[config.mk]
export PLATFORM = sky130hd
export DESIGN_NAME = barrett_reducer_n13
export DESIGN_NICKNAME = d
export VERILOG_FILES = /design/src/rtl/an_n13_pkg.sv /design/src/rtl/barrett_reducer_n13.sv
export SDC_FILE = /design/constraint.sdc
export NUM_CORES = 1
export LEC_CHECK = 0
export CAP_MARGIN = 10
export CORE_UTILIZATION = 52
export CTS_CLUSTER_SIZE = 12
export DETAILED_ROUTE_END_ITERATION = 10
export PLACE_DENSITY = 0.85
export SETUP_SLACK_MARGIN = 0.02
export SLEW_MARGIN = 25
export SYNTH_ARGS = -nofsm -noshare
export SYNTH_HDL_FRONTEND = slang
export SYNTH_SLANG_ARGS = --single-unit
[constraint.sdc]
create_clock -name clk -period 5.7 [get_ports clk]
set_input_delay 1.71 -clock clk [delete_from_list [all_inputs] [get_ports clk]]
set_output_delay 1.71 -clock clk [all_outputs]
set_load 0.01 [all_outputs]
[src/rtl/an_n13_pkg.sv]
// Shared constants for the AN-13 code path: Barrett reducer and AN decoder
// agree on the modulus, the Barrett constant and the quotient/residue widths.
package an_n13_pkg;

    localparam int A    = 13;
    localparam int CW_W = 7;
    localparam int K    = 8;
    localparam int MU   = 19;

    localparam int Q_W  = 3;
    localparam int R_W  = 4;

    // Internal widths: the exact product, the estimated quotient (up to 9)
    // and the uncorrected residue (up to 2*A-1).
    localparam int P_W  = 12;
    localparam int QE_W = 4;
    localparam int RE_W = 5;

    typedef logic [Q_W-1:0] quotient_t;
    typedef logic [R_W-1:0] residue_t;

endpackage

[src/rtl/barrett_reducer_n13.sv]
// Three-stage Barrett reduction of an AN codeword into quotient and residue
// modulo A, with a single global stall driven by the downstream ready.
module barrett_reducer_n13 #(
    parameter int A    = an_n13_pkg::A,
    parameter int CW_W = an_n13_pkg::CW_W,
    parameter int K    = an_n13_pkg::K,
    parameter int MU   = an_n13_pkg::MU
) (
    input  logic                        clk,
    input  logic                        rst,
    input  logic                        in_valid,
    input  logic [CW_W-1:0]             in_cw,
    output logic                        in_ready,
    output logic                        out_valid,
    output logic [an_n13_pkg::Q_W-1:0]  quotient,
    output logic [an_n13_pkg::R_W-1:0]  residue,
    output logic                        q_ovf,
    input  logic                        out_ready
);

    import an_n13_pkg::*;

    localparam logic [P_W-1:0]  MU_V = P_W'(MU);
    localparam logic [CW_W-1:0] A_CW = CW_W'(A);
    localparam logic [RE_W-1:0] A_RE = RE_W'(A);
    localparam logic [QE_W-1:0] Q_MAX = QE_W'((1 << Q_W) - 1);

    logic            adv;
    logic            v1, v2, v3;

    logic [CW_W-1:0] cw1;
    logic [P_W-1:0]  p1;
    logic [P_W-1:0]  prod;

    logic [QE_W-1:0] q2;
    logic [RE_W-1:0] r2;
    logic [QE_W-1:0] q_est;
    logic [RE_W-1:0] r_est;

    quotient_t       q3;
    residue_t        r3;
    logic            ovf3;
    logic [QE_W-1:0] q_cor;
    residue_t        r_cor;

    // The whole pipe moves together; a full output slot that is not taken
    // freezes every stage, so the input side must stall as well.
    assign adv       = !v3 || out_ready;
    assign in_ready  = adv;
    assign out_valid = v3;
    assign quotient  = q3;
    assign residue   = r3;
    assign q_ovf     = ovf3;

    // Constant multiply by MU as a sum of shifted copies of the codeword.
    always_comb begin
        prod = '0;
        for (int i = 0; i < P_W; i++) begin
            if (MU_V[i]) begin
                prod = prod + (P_W'(in_cw) << i);
            end
        end
    end

    // MU*A < 2^K, so the estimate never overshoots and the residue stays non-negative.
    always_comb begin
        q_est = QE_W'(p1 >> K);
        r_est = RE_W'(cw1 - CW_W'(q_est) * A_CW);
    end

    // The estimate is short by at most one, so one conditional subtract suffices.
    always_comb begin
        if (r2 >= A_RE) begin
            r_cor = R_W'(r2 - A_RE);
            q_cor = q2 + QE_W'(1);
        end else begin
            r_cor = R_W'(r2);
            q_cor = q2;
        end
    end

    always_ff @(posedge clk or posedge rst) begin
        if (rst) begin
            v1   <= 1'b0;
            v2   <= 1'b0;
            v3   <= 1'b0;
            cw1  <= '0;
            p1   <= '0;
            q2   <= '0;
            r2   <= '0;
            q3   <= '0;
            r3   <= '0;
            ovf3 <= 1'b0;
        end else if (adv) begin
            v1   <= in_valid;
            cw1  <= in_cw;
            p1   <= prod;
            v2   <= v1;
            q2   <= q_est;
            r2   <= r_est;
            v3   <= v2;
            q3   <= q_cor[Q_W-1:0];
            r3   <= r_cor;
            ovf3 <= (q_cor > Q_MAX);
        end
    end

    a_residue_in_range: assert property (
        @(posedge clk) disable iff (rst) v3 |-> (RE_W'(r3) < A_RE)
    );

endmodule

==> results of run 1 <==
power by group through the flow:
stage / registers (uW) / logic (uW) / clock network (uW)
floorplan: 370 / 447 / 0
global placement: 363 / 586 / 0
detailed placement: 369 / 618 / 0
CTS: 365 / 620 / 181
global route: 377 / 692 / 192
finish: 363 / 612 / 178
path summary, 6_finish.rpt:
kind,startpoint,to,cells after the start
max,out_ready,in_ready,4
min reg2reg,v2$_DFFE_PP0P_,v2$_DFFE_PP0P_,2
min,v2$_DFFE_PP0P_,v2$_DFFE_PP0P_,2
max in group asynchronous,rst,r2[0]$_DFFE_PP0P_,2
max reg2reg,cw1[2]$_DFFE_PP0P_,r2[4]$_DFFE_PP0P_,12
min in group asynchronous,rst,q_ovf$_DFFE_PP0P_,2
cell families (layout without fill, tap and decap cells):
kind of cell | count (synthesis) | after routing | synth area share, %
AND/OR/NAND/NOR | 58 | 58 | 13.5
XOR/XNOR | 18 | 18 | 8.49
buffers and inverters | 26 | 50 | 5.26
AO/OA/AOI/OAI | 40 | 40 | 12.3
flip-flops | 29 | 29 | 39.1
multiplexers | 2 | 2 | 1.15
adder cells (fa/ha/maj) | 27 | 27 | 20.2
worst max-delay path, stage by stage:
cell,delay (ns)
clkdlybuf4s50_1,0.47
nor2b_2,0.05
inv_1,0.10
clkdlybuf4s50_1,0.54
routing by layer:
layer | share of wire [%] | routed length [um]
met4 | 1.4 | 43
met2 | 52 | 1630
met3 | 3.4 | 106
met5 | 0 | 0
met1 | 44 | 1370
stage by stage:
stage | total power (uW) | worst slack, ns | cell area, sq um | instances | util (%)
floorplan | 816 | 1.58 | 1860 | 200 | -
global placement | 949 | 1.12 | 2110 | 262 | 62.2
detailed placement | 987 | 1.11 | 2110 | 262 | 62.2
CTS | 1160 | 1.11 | 2190 | 270 | 64.7
global route | 1260 | 1.05 | 2190 | 270 | 64.7
finish | 1150 | 1.13 | 2190 | 270 | 64.7
placed cells by master, fill, tap and decap left out:
master | Yosys | layout
o21ai_0 | 18 | 18
inv_2 | 0 | 1
a31oi_4 | 1 | 1
clkdlybuf4s50_1 | 0 | 20
nor3b_1 | 1 | 1
clkbuf_4 | 0 | 5
a21boi_0 | 1 | 1
nand2_1 | 34 | 34
mux2i_1 | 1 | 1
o211ai_1 | 1 | 1
bufinv_16 | 0 | 1
and3b_1 | 1 | 1
a211oi_1 | 1 | 1
fa_1 | 5 | 5
xor2_1 | 9 | 9
nor2b_2 | 0 | 1
nor2_1 | 13 | 13
dfrtp_1 | 29 | 29
a21o_1 | 1 | 1
o21ai_1 | 1 | 1
xnor2_1 | 9 | 9
or3_4 | 1 | 1
nand3_1 | 3 | 3
o31ai_1 | 1 | 1
nand2b_1 | 3 | 3
clkbuf_1 | 6 | 1
a21oi_1 | 15 | 15
buf_4 | 0 | 2
inv_1 | 20 | 19
nand4_1 | 1 | 1
clkbuf_8 | 0 | 1
ha_1 | 22 | 22
mux2_2 | 1 | 1
cell type report:
type                       count  area (sq um)  area share (%)
inverter                      20          75.1            3.42
tap                           46          57.6            2.62
clock inverter                 1          30.0            1.37
clock buffer                   7          55.1            2.51
multi-input combinational    145          1040            47.2
timing repair buffer          22           215            9.81
sequential                    29           726            33.1
flip-flops by register name (all words and copies together), names as in the netlist, 3 cells and up:
| signal | count |
|---|---|
| r2 | 5 |
| cw1 | 5 |
| q2 | 4 |
| quotient | 3 |
| residue | 4 |
| p1 | 4 |
==> flow_summary_export.csv, run 1 <==
group,metric,value,unit
outcome,status,"completed",
finish,area_growth,18.2,%
synthesis,synth-seq-cells,29,
cts,max-clock-path-buffers,2,
global_route,antenna_found_initial,0,
synthesis,ys_top_cells_by_count,"34 x nand2_1, 29 x dfrtp_1, 22 x ha_1",
placement,hpwl,2440,um
power,seq_power_share,31.5,%
floorplan,die_w,61.8,um
finish,nets,261,
job,cap_viol_max_count,0,
cts,cts_setup_buffers,0,
synthesis,synth_area_leaders,"dfrtp_1 39%, ha_1 15%, nand2_1 6.9%",
critical_path,crit_required,3.99,ns
route,vias_per_cell,5.06,
route,dr.pass1.iters,4,
sta,setup_viol,0,
sta,relSlewSlack,60.6,%
floorplan,core,3390,sq um
critical_path,start_kind,"input pin",
route,ant_nets,0,
floorplan,die_h,61.8,um
route,drc,0,
cts,cts_buffers,5,
hold_path,hp-class,"reg -> reg",
critical_path,critPathCaptureType,"output port",
critical_path,crit_arrival,2.86,ns
synthesis,ys_seq_area_share,39.1,%
cts,cts_hold_buf,0,
cts,clock_sinks,29,
floorplan,start_util,54.8,%
synthesis,syn-num-nets,238,
cts,post_cts_resized,0,
sta,slew_viol_final,0,
floorplan,die_area,3810,sq um
global_route,grtUsageMet1,22.0,%
synthesis,synthArstFlopShare,100,%
synthesis,synth_cell_types,27,
route,wl,3150,um
finish,n_antenna_cell,0,
sta,holdWs,0.470,ns
synthesis,synth_top_area_share,39.1,%
cts,root_buffer,"clkbuf_4",
sta,hold_violations,0,
global_route,grtUsageMet2,33.2,%
finish,layout-drive-gt1-share,6.25,%
global_route,overflow,0,
global_route,grt_pass1_vias,1211,
global_route,grt_pass1_wl,5170,um
floorplan,io_pins,21,
cts,clock_latency,0.33,ns
synthesis,synth_edf_count,0,
power,p_per_area,525,nW/um^2
sta,fin_crit,4.57,ns
global_route,groute.layer.met3.usage,5.59,%
power,intPower,708,uW
sta,worst_pin_slew,0.589,ns
synthesis,synthFlopType,"dfrtp_1",
synthesis,ys_warn_count,0,
critical_path,ff2ff_setup_slack,3.31,ns
power,ir_worst_vdd,174,uV
power,p_sw,445,uW
power,power_frac_clock,15.4,%
cts,tritoncts,"done",
placement,portBuffers,20,
global_route,grt_use_total,19.0,%
synthesis,avgSynthCellArea,9.28,sq um
sta,clock.fmax,0.219,GHz
route,wire_per_inst,11.7,um
cts,path_clk_slew,0.10,ns
finish,n_fill_cell,287,
synthesis,synth_top_area_cell,"dfrtp_1",
power,comb_power_share,53.1,%
floorplan,fp-row-count,21,
sta,rsz0062_at_grt,"no",
global_route,grt-busiest-layer,"met2",
route,drtIter0Drc,71,
synthesis,synth_most_common_cell,"nand2_1",
route,num_vias,1365,
critical_path,worstSetupPathType,"in -> out",
power,sw_frac_of_total,38.6,%
sta,fin_skew,0.00793,ns
sta,fin_crit_sh,80.1,%
critical_path,cp_max_fo,2,
synthesis,syn_area,1860,sq um
power,cellLeakagePower,0.00104,uW
cts,h-tree-depth,2,
global_route,grt_start_max_net_pins,30,
synthesis,synth_cells,200,
placement,place.gp.congestion,0.797,
sta,fin_tns_setup,0,ns
(Power assumes the default switching activity.)
==> run 2: changes to the inputs <==
--- a/config.mk
+++ b/config.mk
@@ -6,7 +6,7 @@
 export NUM_CORES = 1
 export LEC_CHECK = 0
 export CAP_MARGIN = 10
-export CORE_UTILIZATION = 52
+export CORE_UTILIZATION = 50
 export CTS_CLUSTER_SIZE = 12
 export DETAILED_ROUTE_END_ITERATION = 10
 export PLACE_DENSITY = 0.85
==> constraint.sdc (replaced) <==
create_clock -name clk -period 3.9 [get_ports clk]
set_input_delay 1.17 -clock clk [delete_from_list [all_inputs] [get_ports clk]]
set_output_delay 1.17 -clock clk [all_outputs]
set_load 0.01 [all_outputs]
==> run 2 against run 1 <==
Against the previous run:
- clock skew shrank 0.0054 ns
- via count grew 3.8%
- largest power group unchanged
- sequential share of layout area is 0.57 points lower
- critical endpoint unchanged
- combinational power is 47% higher
- critical path type unchanged
- sequential power grew 46%
==> flow_summary_export.csv, run 2 (same netlist as run 1, synthesis figures left out) <==
group,metric,value,unit
job,cap_viol_max_count,0,
sta,setup_viol,0,
placement,hpwl,2410,um
cts,cts_buffers,5,
critical_path,crit_arrival,2.32,ns
power,cellLeakagePower,0.00106,uW
floorplan,die_area,3960,sq um
hold_path,min_delay_path_depth,2,
critical_path,cp_max_fo,2,
finish,area_growth,20.3,%
sta,fin_skew,0.00252,ns
sta,rsz0062_at_grt,"no",
cts,clock_sinks,29,
global_route,groute.layer.met3.usage,3.83,%
finish,final_common_cell,"nand2_1",
placement,portBuffers,20,
cts,h-tree-depth,2,
route,vias_per_cell,5.23,
critical_path,crit_required,2.73,ns
power,ir_worst_vdd,254,uV
global_route,grt_pass1_wl,5910,um
global_route,grt_use_total,19.6,%
cts,tritoncts,"done",
cts,cts_hold_buf,0,
floorplan,die_h,62.9,um
critical_path,critPathCaptureType,"output port",
finish,layout-drive-gt1-share,6.22,%
finish,top_regs,"cw1: 5 flops, r2: 5 flops",
global_route,grtUsageMet2,35.1,%
global_route,overflow,0,
route,ant_nets,0,
placement,post-place-cells,263,
global_route,antenna_found_initial,0,
cts,cts_setup_buffers,0,
route,drc,0,
floorplan,core,3440,sq um
global_route,grt_pass1_vias,1428,
critical_path,r2r.worst_path.cells,11,
floorplan,die_w,62.9,um
sta,relSlewSlack,75.8,%
outcome,status,"completed",
cts,post_cts_resized,0,
power,p_per_area,785,nW/um^2
critical_path,start_kind,"input pin",
cts,max-clock-path-buffers,2,
route,drtIter0Drc,92,
route,wl,3200,um
placement,place.gp.congestion,0.824,
floorplan,start_util,53.9,%
finish,fin_area,2230,sq um
global_route,grt_start_max_net_pins,30,
sta,fin_tns_setup,0,ns
sta,worst_pin_slew,0.363,ns
global_route,grtUsageMet1,20.9,%
route,num_vias,1417,
global_route,grt-busiest-layer,"met2",
hold_path,hp-class,"reg -> reg",
finish,n_antenna_cell,0,
cts,root_buffer,"clkbuf_8",
sta,hold_violations,0,
finish,fin_util,64.9,%
floorplan,io_pins,21,
sta,slew_viol_final,0,
cts,clock_latency,0.28,ns
cts,path_clk_slew,0.06,ns
finish,mostFrequentLayoutCells,"34 x nand2_1, 29 x dfrtp_1, 22 x ha_1, 20 x inv_1, 20 x clkdlybuf4s50_1",
finish,nets,262,
sta,fin_crit,3.49,ns
sta,fin_crit_sh,89.4,%
finish,finalNonFillerCells,271,
placement,placed_cell_area,2120,sq um
route,wire_per_inst,11.8,um
power,power,1750,uW
sta,clock.fmax,0.287,GHz
floorplan,fp-row-count,21,
route,dr.pass1.iters,4,
critical_path,worstSetupPathType,"in -> out",
-- run 2: changes by cell type in the layout (fill, tap and decap cells not counted), sizes merged --
cell / previous run / this run
buf: 2 / 3
-- run 2: metrics by stage --
step	setup WS, ns	hold WS, ns
after floorplan	0.857	0.430
after global placement	0.398	0.440
after detailed placement	0.325	0.448
after CTS	0.395	0.460
after global routing	0.345	0.498
final	0.413	0.457
-- run 2: area by class of cell --
class | count | area [sq um]
Tap cell | 46 | 57.6
Multi-Input combinational cell | 145 | 1040
Sequential cell | 29 | 726
Clock inverter | 1 | 30.0
Timing Repair Buffer | 23 | 223
Inverter | 20 | 75.1
Fill cell | 288 | 1210
Clock buffer | 7 | 86.3
-- run 2: critical path: stages --
cell             delay (ns)
clkdlybuf4s50_1        0.47
nor2b_2                0.04
inv_1                  0.09
clkdlybuf4s50_1        0.54
-- run 2: metal layers --
metal	up-vias	routed length (um)
li1	706	-
met1	669	1280
met2	32	1710
met3	10	93
met4	0	108
met5	-	0
-- run 2: path summary, 6_finish.rpt --
path	slack [ns]	from	end
worst max-delay path	0.41	out_ready	in_ready
worst min-delay path	0.46	v2$_DFFE_PP0P_	v2$_DFFE_PP0P_
worst max register to register	1.49	cw1[2]$_DFFE_PP0P_	r2[4]$_DFFE_PP0P_
worst min register to register	0.46	v2$_DFFE_PP0P_	v2$_DFFE_PP0P_
max in group asynchronous	2.37	rst	cw1[3]$_DFFE_PP0P_
min in group asynchronous	1.26	rst	quotient[0]$_DFFE_PP0P_
-- run 2: power by group --
group	switching, uW	internal [uW]
logic	444	458
clock network	113	208
registers	102	428
==> run 3: changes to the inputs <==
--- a/config.mk
+++ b/config.mk
@@ -5,8 +5,8 @@
 export SDC_FILE = /design/constraint.sdc
 export NUM_CORES = 1
 export LEC_CHECK = 0
-export CAP_MARGIN = 10
-export CORE_UTILIZATION = 50
+export CAP_MARGIN = 20
+export CORE_UTILIZATION = 52
 export CTS_CLUSTER_SIZE = 12
 export DETAILED_ROUTE_END_ITERATION = 10
 export PLACE_DENSITY = 0.85
==> constraint.sdc (replaced) <==
create_clock -name clk -period 3.7 [get_ports clk]
set_input_delay 1.11 -clock clk [delete_from_list [all_inputs] [get_ports clk]]
set_output_delay 1.11 -clock clk [all_outputs]
set_load 0.01 [all_outputs]
==> run 3 against run 2 <==
Against the previous run:
- flip-flop and latch count is the same
- first-iteration DRC count up 9.8%
- global-route usage shrank 0.46 points
- power fell by 3.3%
- cell area shrank 2.7%
- count of clock-buffer cells in the layout stayed put
- critical path depth stayed put
- sequential power up 5.8%
- combinational power up 3.9%
- die area is 3.7% lower
==> flow_summary_export.csv, run 3 (same netlist as run 1, synthesis figures left out) <==
group,metric,value,unit
floorplan,die_w,61.8,um
floorplan,fp-row-count,21,
finish,mostFrequentLayoutCells,"34 x nand2_1, 29 x dfrtp_1, 22 x ha_1, 20 x inv_1, 20 x clkdlybuf4s50_1",
critical_path,critPathMostFrequentCell,"clkdlybuf4s50_1",
finish,n_antenna_cell,0,
critical_path,crit_arrival,2.26,ns
sta,fin_skew,0.00846,ns
cts,cts_buffers,5,
floorplan,io_pins,21,
placement,post-place-cells,263,
cts,clock_sinks,29,
sta,clock.fmax,0.296,GHz
cts,tritoncts,"done",
finish,final_common_cell,"nand2_1",
finish,area_growth,17.0,%
critical_path,worst-path-buf-inv,3,
critical_path,start_kind,"input pin",
global_route,grt_pass1_vias,1258,
route,ant_nets,0,
sta,hold_violations,0,
global_route,grt_pass1_wl,5280,um
placement,pre_cts_ws,0.204,ns
finish,fin_area,2170,sq um
cts,root_buffer,"clkbuf_4",
critical_path,critPathSlowestCell,"clkdlybuf4s50_1",
route,num_vias,1392,
placement,placed_cell_area,2120,sq um
critical_path,cp_max_fo,2,
critical_path,critPathTopFamily,"buffers and inverters",
floorplan,die_h,61.8,um
route,drc,0,
power,p_per_area,781,nW/um^2
placement,place.gp.congestion,0.763,
floorplan,core,3390,sq um
sta,setup_viol,0,
sta,fin_crit_sh,91.2,%
route,vias_per_cell,5.16,
power,cellLeakagePower,0.00103,uW
power,ir_worst_vdd,343,uV
placement,portBuffers,20,
global_route,grt_start_max_net_pins,30,
sta,rsz0062_at_grt,"no",
critical_path,worstSetupPathType,"in -> out",
critical_path,path_cells,"clkdlybuf4s50_1 > nor2b_2 > inv_1 > clkdlybuf4s50_1",
sta,relSlewSlack,76.0,%
floorplan,start_util,54.8,%
finish,n_fill_cell,271,
finish,layout-drive-gt1-share,5.80,%
finish,fin_util,64.1,%
cts,cts_setup_buffers,0,
route,dr.pass1.iters,4,
job,cap_viol_max_count,0,
route,drtIter0Drc,101,
cts,post_cts_resized,0,
finish,nets,262,
sta,postLayoutSetupSlackWorst,0.327,ns
route,wire_per_inst,11.3,um
cts,cts_hold_buf,0,
critical_path,max_stage_delay,0.54,ns
critical_path,crit_required,2.59,ns
critical_path,critPathCaptureType,"output port",
global_route,antenna_found_initial,0,
finish,top_regs,"cw1: 5 flops, r2: 5 flops",
finish,multi_input_area,1040,sq um
global_route,overflow,0,
sta,worst_pin_slew,0.360,ns
sta,fin_tns_setup,0,ns
cts,max-clock-path-buffers,2,
sta,slew_viol_final,0,
sta,fin_crit,3.37,ns
route,wl,3060,um
cts,path_clk_slew,0.08,ns
finish,register_area,726,sq um
global_route,grt_use_total,19.1,%
cts,h-tree-depth,2,
outcome,status,"completed",
finish,finalNonFillerCells,270,
placement,hpwl,2330,um
hold_path,hp-class,"reg -> reg",
floorplan,die_area,3810,sq um
cts,clock_latency,0.33,ns
==> run 3: worst register-to-register path, cell delays in order (launching register included) <==
cell,delay (ns)
dfrtp_1,0.45
inv_1,0.12
ha_1,0.15
inv_1,0.04
fa_1,0.51
inv_1,0.07
fa_1,0.46
inv_1,0.07
a21o_1,0.11
a21oi_1,0.07
xnor2_1,0.12
o21ai_0,0.15
==> run 3: cell type report <==
| type | count | area share (%) |
|---|---|---|
| clock buffer | 7 | 2.53 |
| inverter | 20 | 3.46 |
| sequential | 29 | 33.4 |
| tap | 46 | 2.65 |
| multi-input combinational | 145 | 47.7 |
| timing repair buffer | 23 | 10.3 |
==> run 3: worst paths after layout <==
| kind | startpoint | to | slack (ns) | cells past startpoint |
|---|---|---|---|---|
| max | out_ready | in_ready | 0.33 | 4 |
| max in group asynchronous | rst | cw1[4]$_DFFE_PP0P_ | 2.29 | 3 |
| min | v2$_DFFE_PP0P_ | out_valid$_DFFE_PP0P_ | 0.46 | 1 |
| max reg2reg | cw1[2]$_DFFE_PP0P_ | r2[4]$_DFFE_PP0P_ | 1.29 | 11 |
| min reg2reg | v2$_DFFE_PP0P_ | out_valid$_DFFE_PP0P_ | 0.46 | 1 |
| min in group asynchronous | rst | r2[2]$_DFFE_PP0P_ | 1.14 | 3 |
==> run 3: power breakdown <==
part	leakage [uW]	switching, uW	internal (uW)	total [uW]
logic	0.000653	456	481	937
registers	0.000347	111	450	561
clock network	0.0000314	109	89.5	199
==> run 3: metrics by stage <==
stage	hold slack (ns)	total power, uW
final	0.464	1700
after global routing	0.485	1880
after CTS	0.469	1710
after detailed placement	0.449	1510
after global placement	0.441	1470
after floorplan	0.430	1260
==> run 3: layer usage <==
layer	vias up	track usage, %	share of wire [%]
met4	0	6.67	1.0
met5	-	0	0
met1	650	23.5	45
met3	4	6.21	5.0
met2	35	31.8	49
li1	703	-	-
